### config.mk
export PLATFORM = sky130hd
export DESIGN_NAME = mul_product_accumulator
export DESIGN_NICKNAME = d
export VERILOG_FILES = /design/src/rtl/mul_product_accumulator.sv
export SDC_FILE = /design/constraint.sdc
export NUM_CORES = 1
export LEC_CHECK = 0
export BUFFER_PORTS_ARGS = -buffer_cell sky130_fd_sc_hd__buf_4
export CORE_MARGIN = 2
export CORE_UTILIZATION = 45
export DETAILED_ROUTE_END_ITERATION = 16
export PLACE_DENSITY = 0.68
export SYNTH_ARGS = -nofsm -noshare
export SYNTH_HDL_FRONTEND = slang
export SYNTH_SLANG_ARGS = --single-unit
### constraint.sdc
create_clock -name clk -period 2.4 [get_ports clk]
set_clock_uncertainty 0.15 [all_clocks]
set_input_delay 0.12 -clock clk [delete_from_list [all_inputs] [get_ports clk]]
set_output_delay 0.12 -clock clk [all_outputs]
set_load 0.02 [all_outputs]
### src/rtl/mul_product_accumulator.sv
// mul_product_accumulator
// Sums COUNT consecutive unsigned products into one ACC_W-bit block result,
// saturating to all-ones on overflow. The result is offered on a valid/ready
// output, and input is stalled while a result is waiting to be taken.
module mul_product_accumulator #(
  parameter int IN_W  = 8,
  parameter int ACC_W = 12,
  parameter int COUNT = 4
) (
  input  logic             clk,
  input  logic             reset,
  input  logic             clear,
  input  logic             in_valid,
  input  logic [IN_W-1:0]  in_data,
  output logic             in_ready,
  output logic             out_valid,
  output logic [ACC_W-1:0] out_data,
  output logic             overflow,
  input  logic             out_ready,
  output logic             busy
);

  // cnt is kept at least one bit wide so COUNT==1 still has a legal register.
  localparam int CNT_W = (COUNT > 1) ? $clog2(COUNT) : 1;
  localparam logic [CNT_W-1:0] LAST_CNT = CNT_W'(COUNT - 1);

  typedef enum logic {
    ST_ACCUM = 1'b0,
    ST_HOLD  = 1'b1
  } state_t;

  state_t             r_state;
  logic [ACC_W-1:0]   r_acc;
  logic [CNT_W-1:0]   r_cnt;
  logic               r_ovf;
  logic               r_out_valid;
  logic [ACC_W-1:0]   r_out_data;
  logic               r_overflow;

  state_t             w_state_nxt;
  logic [ACC_W-1:0]   w_acc_nxt;
  logic [CNT_W-1:0]   w_cnt_nxt;
  logic               w_ovf_nxt;
  logic               w_out_valid_nxt;
  logic [ACC_W-1:0]   w_out_data_nxt;
  logic               w_overflow_nxt;

  logic               w_accept;
  logic [ACC_W:0]     w_sat;

  // Saturating add: returns {ovf_next, acc_next}. Once a block has saturated it
  // stays pinned at all-ones until the block completes.
  function automatic logic [ACC_W:0] sat_add(input logic [ACC_W-1:0] acc,
                                             input logic             ovf,
                                             input logic [IN_W-1:0]  d);
    logic [ACC_W:0] sum;
    sum = {1'b0, acc} + (ACC_W+1)'(d);
    if (sum[ACC_W] || ovf) begin
      return {1'b1, {ACC_W{1'b1}}};
    end
    return {1'b0, sum[ACC_W-1:0]};
  endfunction

  assign w_accept = in_valid && (r_state == ST_ACCUM);
  assign w_sat    = sat_add(r_acc, r_ovf, in_data);

  // Outputs are forced low while reset is asserted, independent of the clock.
  assign in_ready  = reset && (r_state == ST_ACCUM);
  assign busy      = reset && ((r_cnt != '0) || (r_state == ST_HOLD));
  assign out_valid = r_out_valid;
  assign out_data  = r_out_data;
  assign overflow  = r_overflow;

  // Next-state and datapath update: clear beats everything, then the FSM.
  always_comb begin
    w_state_nxt     = r_state;
    w_acc_nxt       = r_acc;
    w_cnt_nxt       = r_cnt;
    w_ovf_nxt       = r_ovf;
    w_out_valid_nxt = r_out_valid;
    w_out_data_nxt  = r_out_data;
    w_overflow_nxt  = r_overflow;

    if (clear) begin
      // out_data is left as-is; it is simply no longer marked valid.
      w_state_nxt     = ST_ACCUM;
      w_acc_nxt       = '0;
      w_cnt_nxt       = '0;
      w_ovf_nxt       = 1'b0;
      w_out_valid_nxt = 1'b0;
      w_overflow_nxt  = 1'b0;
    end else begin
      unique case (r_state)
        ST_ACCUM: begin
          if (w_accept) begin
            if (r_cnt == LAST_CNT) begin
              w_out_data_nxt  = w_sat[ACC_W-1:0];
              w_overflow_nxt  = w_sat[ACC_W];
              w_out_valid_nxt = 1'b1;
              w_acc_nxt       = '0;
              w_cnt_nxt       = '0;
              w_ovf_nxt       = 1'b0;
              w_state_nxt     = ST_HOLD;
            end else begin
              w_acc_nxt = w_sat[ACC_W-1:0];
              w_ovf_nxt = w_sat[ACC_W];
              w_cnt_nxt = r_cnt + CNT_W'(1);
            end
          end
        end
        ST_HOLD: begin
          if (out_ready) begin
            w_out_valid_nxt = 1'b0;
            w_state_nxt     = ST_ACCUM;
          end
        end
        default: w_state_nxt = ST_ACCUM;
      endcase
    end
  end

  // State and datapath registers, cleared asynchronously by reset.
  always_ff @(posedge clk or negedge reset) begin
    if (!reset) begin
      r_state     <= ST_ACCUM;
      r_acc       <= '0;
      r_cnt       <= '0;
      r_ovf       <= 1'b0;
      r_out_valid <= 1'b0;
      r_out_data  <= '0;
      r_overflow  <= 1'b0;
    end else begin
      r_state     <= w_state_nxt;
      r_acc       <= w_acc_nxt;
      r_cnt       <= w_cnt_nxt;
      r_ovf       <= w_ovf_nxt;
      r_out_valid <= w_out_valid_nxt;
      r_out_data  <= w_out_data_nxt;
      r_overflow  <= w_overflow_nxt;
    end
  end

endmodule

==> results of run 1 <==
[tightest hold or removal path, stage by stage]
cell     delay (ns)
buf_4          0.08
ha_1           0.12
nor2_1         0.05
a21oi_1        0.12
[stage by stage]
step | hold slack [ns] | setup slack, ns | setup TNS (ns)
2_1_floorplan | -0.326 | 0.162 | 0
6_report | 0.0976 | 0.124 | 0
3_3_place_gp | -0.0661 | 0.0707 | 0
4_1_cts | 0.0852 | 0.0131 | 0
5_1_grt | 0.117 | -0.0105 | -0.0105
3_5_place_dp | -0.0677 | 0.0357 | 0
[timing repair]
item | 4_1_cts | 5_1_grt
hold buffers | 4 | 0
gates resized for setup | 0 | 2
buffers inserted | 0 | 1
setup endpoints to repair | 0 | 17
hold endpoints to repair | 35 | 0
[cell families after synthesis]
| family | count (synthesis) | share of synthesized area [%] |
|---|---|---|
| AOI/OAI and AO/OA | 61 | 24.1 |
| xor gates and xnor gates | 6 | 2.88 |
| adders and majority gates | 11 | 7.95 |
| buffers and inverters | 17 | 4.25 |
| DFF | 30 | 41.1 |
| muxes | 3 | 1.92 |
| and+or+nand+nor | 68 | 17.8 |
[cell type report]
class | count | area (sq um)
repair buffers | 36 | 280
flip-flops and latches | 30 | 751
multi-input cells | 149 | 1010
well taps | 50 | 62.6
inverters | 9 | 33.8
clock buffers | 8 | 110
fillers | 330 | 1700
[sequential cells by signal, indices dropped and copies added (netlist names)]
name and cells:
r_acc 12, r_cnt 2, out_data 12, overflow 1, r_ovf 1, r_state 1
out_valid 1
[worst max-delay path by stage]
stage	from	to	slack (ns)
2_1_floorplan	r_acc[0]	out_data[9]	0.16
4_1_cts	r_acc[0]	out_data[9]	0.01
5_1_grt	r_acc[0]	out_data[9]	-0.01
3_5_place_dp	r_acc[0]	out_data[9]	0.04
6_report	r_acc[0]	out_data[9]	0.12
3_3_place_gp	r_acc[0]	out_data[9]	0.07
[cells in the final DEF (no fill, tap or decap), drive strengths merged, types with 2 or more instances in the layout]
master / n
nor2b: 2
nand4: 5
nor3: 7
o22a: 2
a211oi: 2
nand3: 3
dfrtp: 30
o2111ai: 2
dlygate4sd3: 4
inv: 9
clkbuf: 8
a21o: 2
nand2: 15
o211ai: 3
buf: 32
or3: 3
mux2i: 2
ha: 10
xnor2: 2
nand2b: 3
xor2: 4
o21ai: 18
a21oi: 23
nor2: 26
[where the power goes]
group          switching [uW]  leakage [uW]  internal [uW]
Sequential               46.1      0.000403            579
Clock                     199     0.0000575            289
Combinational             301      0.000578            224
[metal layers]
metal | wire length [um] | global-route usage, % | vias up
met1 | 1860 | 27.5 | 715
li1 | - | - | 769
met2 | 1860 | 30.5 | 34
met5 | 0 | 0 | -
met4 | 79 | 8.42 | 0
met3 | 205 | 5.17 | 6
==> impl_metrics.yaml, run 1 <==
status:
  status: "finished, final reports clean"
routing:
  vias: 1524
  avgRoutedWirePerCell_um: 14.2
  dr.pass1.iters: 4
  drtIter0Drc: 43
  via_per_inst: 5.40
  drc: 0
  routed_wirelength_um: 4010
  ant_nets: 0
placement:
  placed_area_sq_um: 2080
  place.gp.congestion: 0.877
  portBuffers: 28
  hpwl_um: 2840
  placed_cells: 269
grt:
  grt.overflow.total: 0
  grt_use_total_pct: 20.2
  grt_max_degree: 33
  grt_pass1_vias: 1470
  grt_first_pass_wirelength_um: 6780
  antenna_found_initial: 0
setup_path:
  cp.depth: 7
  required_ns: 2.43
  slowest_delay_ns: 0.39
  path_cells: "ha_1 -> fa_2 -> a21oi_4 -> o2111ai_4 -> a31oi_4 -> nand4_2 -> mux2_4"
  rr_worst_depth: 7
  r2r_end: "out_data[9]"
  path_max_fanout: 5
  critPathBufInv: 0
  r2r_start: "r_acc[0]"
  r2r_slack_ns: 0.12
  crit_slowest_cell: "fa_2"
  critPathArrivalTime_ns: 2.30
  cp-start-kind: "flop"
  cpLargestDelayFamily: "compound AO/OA/AOI/OAI gates"
  critPathKind: "flop to flop"
  critPathCaptureType: "flop"
die:
  ios: 29
  fp-row-count: 23
  core_sq_um: 3940
  die_w_um: 67.7
  dieArea_sq_um: 4580
  start_util_pct: 46.3
  fp.dieH_um: 67.7
synthesis:
  yosysTopAreaCellShare_pct: 41.1
  yosys-top-cells-count: "dfrtp_1, nor2_1, a21oi_1"
  synth_async_sr_flop_share_pct: 100
  syn_nets: 220
  seq_area_frac_synth_pct: 41.1
  synth_warnings: 0
  synth_edf_count: 0
  synth_flop_cell: "dfrtp_1"
  yosys_register_bits: 30
  avgSynthCellArea_sq_um: 9.31
  synth.largest_area_cell: "dfrtp_1"
  yosysMostFrequentCell: "dfrtp_1"
  yosys-top-cells-area: "dfrtp_1, ha_1, a21oi_1, nor2_1, o21ai_0"
  ys_types: 48
  synth_area_sq_um: 1830
  netlist_instances: 196
sta:
  setup_viol_count_final: 0
  min_period_ns: 2.28
  relSlewSlack_pct: 68.3
  maxSlewViolCount: 0
  max_freq_mhz: 439
  fin_crit_sh_pct: 94.8
  hold_viol_final: 0
  tightest_slew_ns: 0.472
hold_path:
  hold_path.class: "input pin to flop"
  hold_path_depth: 4
  min_to: "out_data[0]"
  min_from: "in_data[0]"
job:
  drv_cap: 0
clock_network:
  cts.sink_count: 30
  clock_latency_ns: 0.29
  cts_root_buf: "clkbuf_8"
  tritoncts: "yes"
  htreeDepth: 2
  path_clk_slew_ns: 0.07
  numCtsBuffers: 5
  clock_tree.buffer_depth: 2
power_and_ir_drop:
  peakVddDrop_mv: 0.414
  power_density_nw_per_um2: 730
  p_leak_uw: 0.00104
  power_uw: 1640
final_layout:
  finalNonFillerCells: 282
  postLayoutCellArea_sq_um: 2240
  nets: 255
  n_antenna_cell: 0
  syn_to_final_growth_pct: 23.0
  final_util_pct: 56.9
  drive_gt1_share_pct: 23.7
No activity file was read; power rests on OpenSTA's default activity.
==> inputs of run 2 (changes only) <==
--- a/config.mk
+++ b/config.mk
@@ -6,10 +6,11 @@
 export NUM_CORES = 1
 export LEC_CHECK = 0
 export BUFFER_PORTS_ARGS = -buffer_cell sky130_fd_sc_hd__buf_4
+export CAP_MARGIN = 10
 export CORE_MARGIN = 2
 export CORE_UTILIZATION = 45
 export DETAILED_ROUTE_END_ITERATION = 16
-export PLACE_DENSITY = 0.68
+export PLACE_DENSITY = 0.78
 export SYNTH_ARGS = -nofsm -noshare
 export SYNTH_HDL_FRONTEND = slang
 export SYNTH_SLANG_ARGS = --single-unit
==> run 2 against run 1 <==
Net effect:
- flip-flop and latch count stayed put
- worst setup slack improved by 0.018 ns
- critical path type unchanged
- clock-buffer cell count down 1
- register-to-register slack better by 0.02 ns
==> impl_metrics.yaml, run 2 (synthesis gave the netlist of run 1 again) <==
status:
  status: "finished, final reports clean"
die:
  fp.dieH_um: 67.7
  dieArea_sq_um: 4580
  die_w_um: 67.7
  core_sq_um: 3940
  fp-row-count: 23
  start_util_pct: 46.3
  ios: 29
setup_path:
  critPathKind: "flop to flop"
  path_cells: "ha_2 -> fa_2 -> a21oi_4 -> o2111ai_4 -> a31oi_4 -> nand4_2 -> mux2_4"
  cp-start-kind: "flop"
  cpLargestDelayFamily: "compound AO/OA/AOI/OAI gates"
  critPathBufInv: 0
  crit_slowest_cell: "fa_2"
  path_max_fanout: 5
  critPathArrivalTime_ns: 2.27
  critPathCaptureType: "flop"
  cp.depth: 7
  slowest_delay_ns: 0.39
  rr_worst_depth: 7
  required_ns: 2.41
final_layout:
  nets: 254
  n_antenna_cell: 0
  postLayoutCellArea_sq_um: 2210
  mostFrequentLayoutCells: "buf_4, dfrtp_1, nor2_1"
  syn_to_final_growth_pct: 20.8
  drive_gt1_share_pct: 22.6
  final_common_cell: "buf_4"
sta:
  fin_setup_tns_ns: 0
  maxSlewViolCount: 0
  setup_viol_count_final: 0
  relSlewSlack_pct: 68.6
  fin_crit_sh_pct: 94.1
  min_period_ns: 2.26
  setup_ws_ns: 0.142
  hold_viol_final: 0
  max_freq_mhz: 443
  tightest_slew_ns: 0.467
  rsz0062_at_grt: "no"
  holdWs_ns: 0.0445
job:
  drv_cap: 0
routing:
  routed_wirelength_um: 4170
  avgRoutedWirePerCell_um: 14.9
  vias: 1590
  dr.pass1.iters: 4
  ant_nets: 0
  drtIter0Drc: 86
  drc: 0
  via_per_inst: 5.68
clock_network:
  clock_latency_ns: 0.28
  cts_root_buf: "clkbuf_8"
  cts.sink_count: 30
  path_clk_slew_ns: 0.06
  clock_tree.buffer_depth: 2
  tritoncts: "yes"
  numCtsBuffers: 5
  htreeDepth: 2
power_and_ir_drop:
  power_uw: 1530
  power_density_nw_per_um2: 696
  peakVddDrop_mv: 0.441
  p_leak_uw: 0.00101
grt:
  grt_pass1_vias: 1450
  grt_first_pass_wirelength_um: 6790
  grt_use_total_pct: 19.9
  antenna_found_initial: 0
  grt.overflow.total: 0
  grt_max_degree: 29
placement:
  hpwl_um: 3040
  portBuffers: 28
  placed_area_sq_um: 2080
  post-place-ws_ns: 0.00471
  place.gp.congestion: 0.911
hold_path:
  hold_path.class: "input pin to async pin"
[run 2: cell types whose count changed in the layout (fill, tap and decap cells not counted), sizes merged]
cell    before  now
buf         32   31
clkbuf       8    7
[run 2: path summary, 6_finish.rpt]
check	from	end	slack, ns
worst max-delay path	r_acc[0]	out_data[9]	0.14
worst min-delay path	reset	r_state	0.04
worst max register to register	r_acc[0]	out_data[9]	0.14
worst min register to register	r_acc[0]	r_acc[0]	0.34
max in group asynchronous	reset	out_data[11]	1.53
min in group clk	in_data[0]	r_acc[0]	0.13
[run 2: stage by stage]
stage	std cells	utilization, %
after detailed placement	269	52.7
after global routing	280	56.0
after floorplan	196	-
after global placement	269	52.7
after CTS	280	55.6
final	280	56.0
[run 2: power by group]
part           leakage [uW]  internal (uW)  switching, uW
Clock             0.0000383            199            173
Combinational      0.000572            223            314
Sequential         0.000403            579           46.2
[run 2: cell type report]
| class | instances | area (sq um) |
|---|---|---|
| inverters | 9 | 33.8 |
| repair buffers | 35 | 273 |
| flip-flops and latches | 30 | 751 |
| clock buffers | 7 | 76.3 |
| multi-input cells | 149 | 1010 |
| well taps | 50 | 62.6 |
| fillers | 350 | 1740 |
[run 2: repair_timing]
action	in CTS	in global routing
endpoints found under the hold margin	35	0
endpoints found under the setup margin	0	16
hold buffers	4	0
setup buffers	0	0
resized for setup	0	3
[run 2: routing by layer]
metal | vias up | part of all wire, % | routed length [um] | track usage [%]
li1 | 769 | - | - | -
met1 | 774 | 48 | 2000 | 27.7
met2 | 36 | 46 | 1920 | 29.7
met3 | 11 | 3.9 | 162 | 4.83
met4 | 0 | 2.1 | 87 | 8.16
met5 | - | 0 | 0 | 0
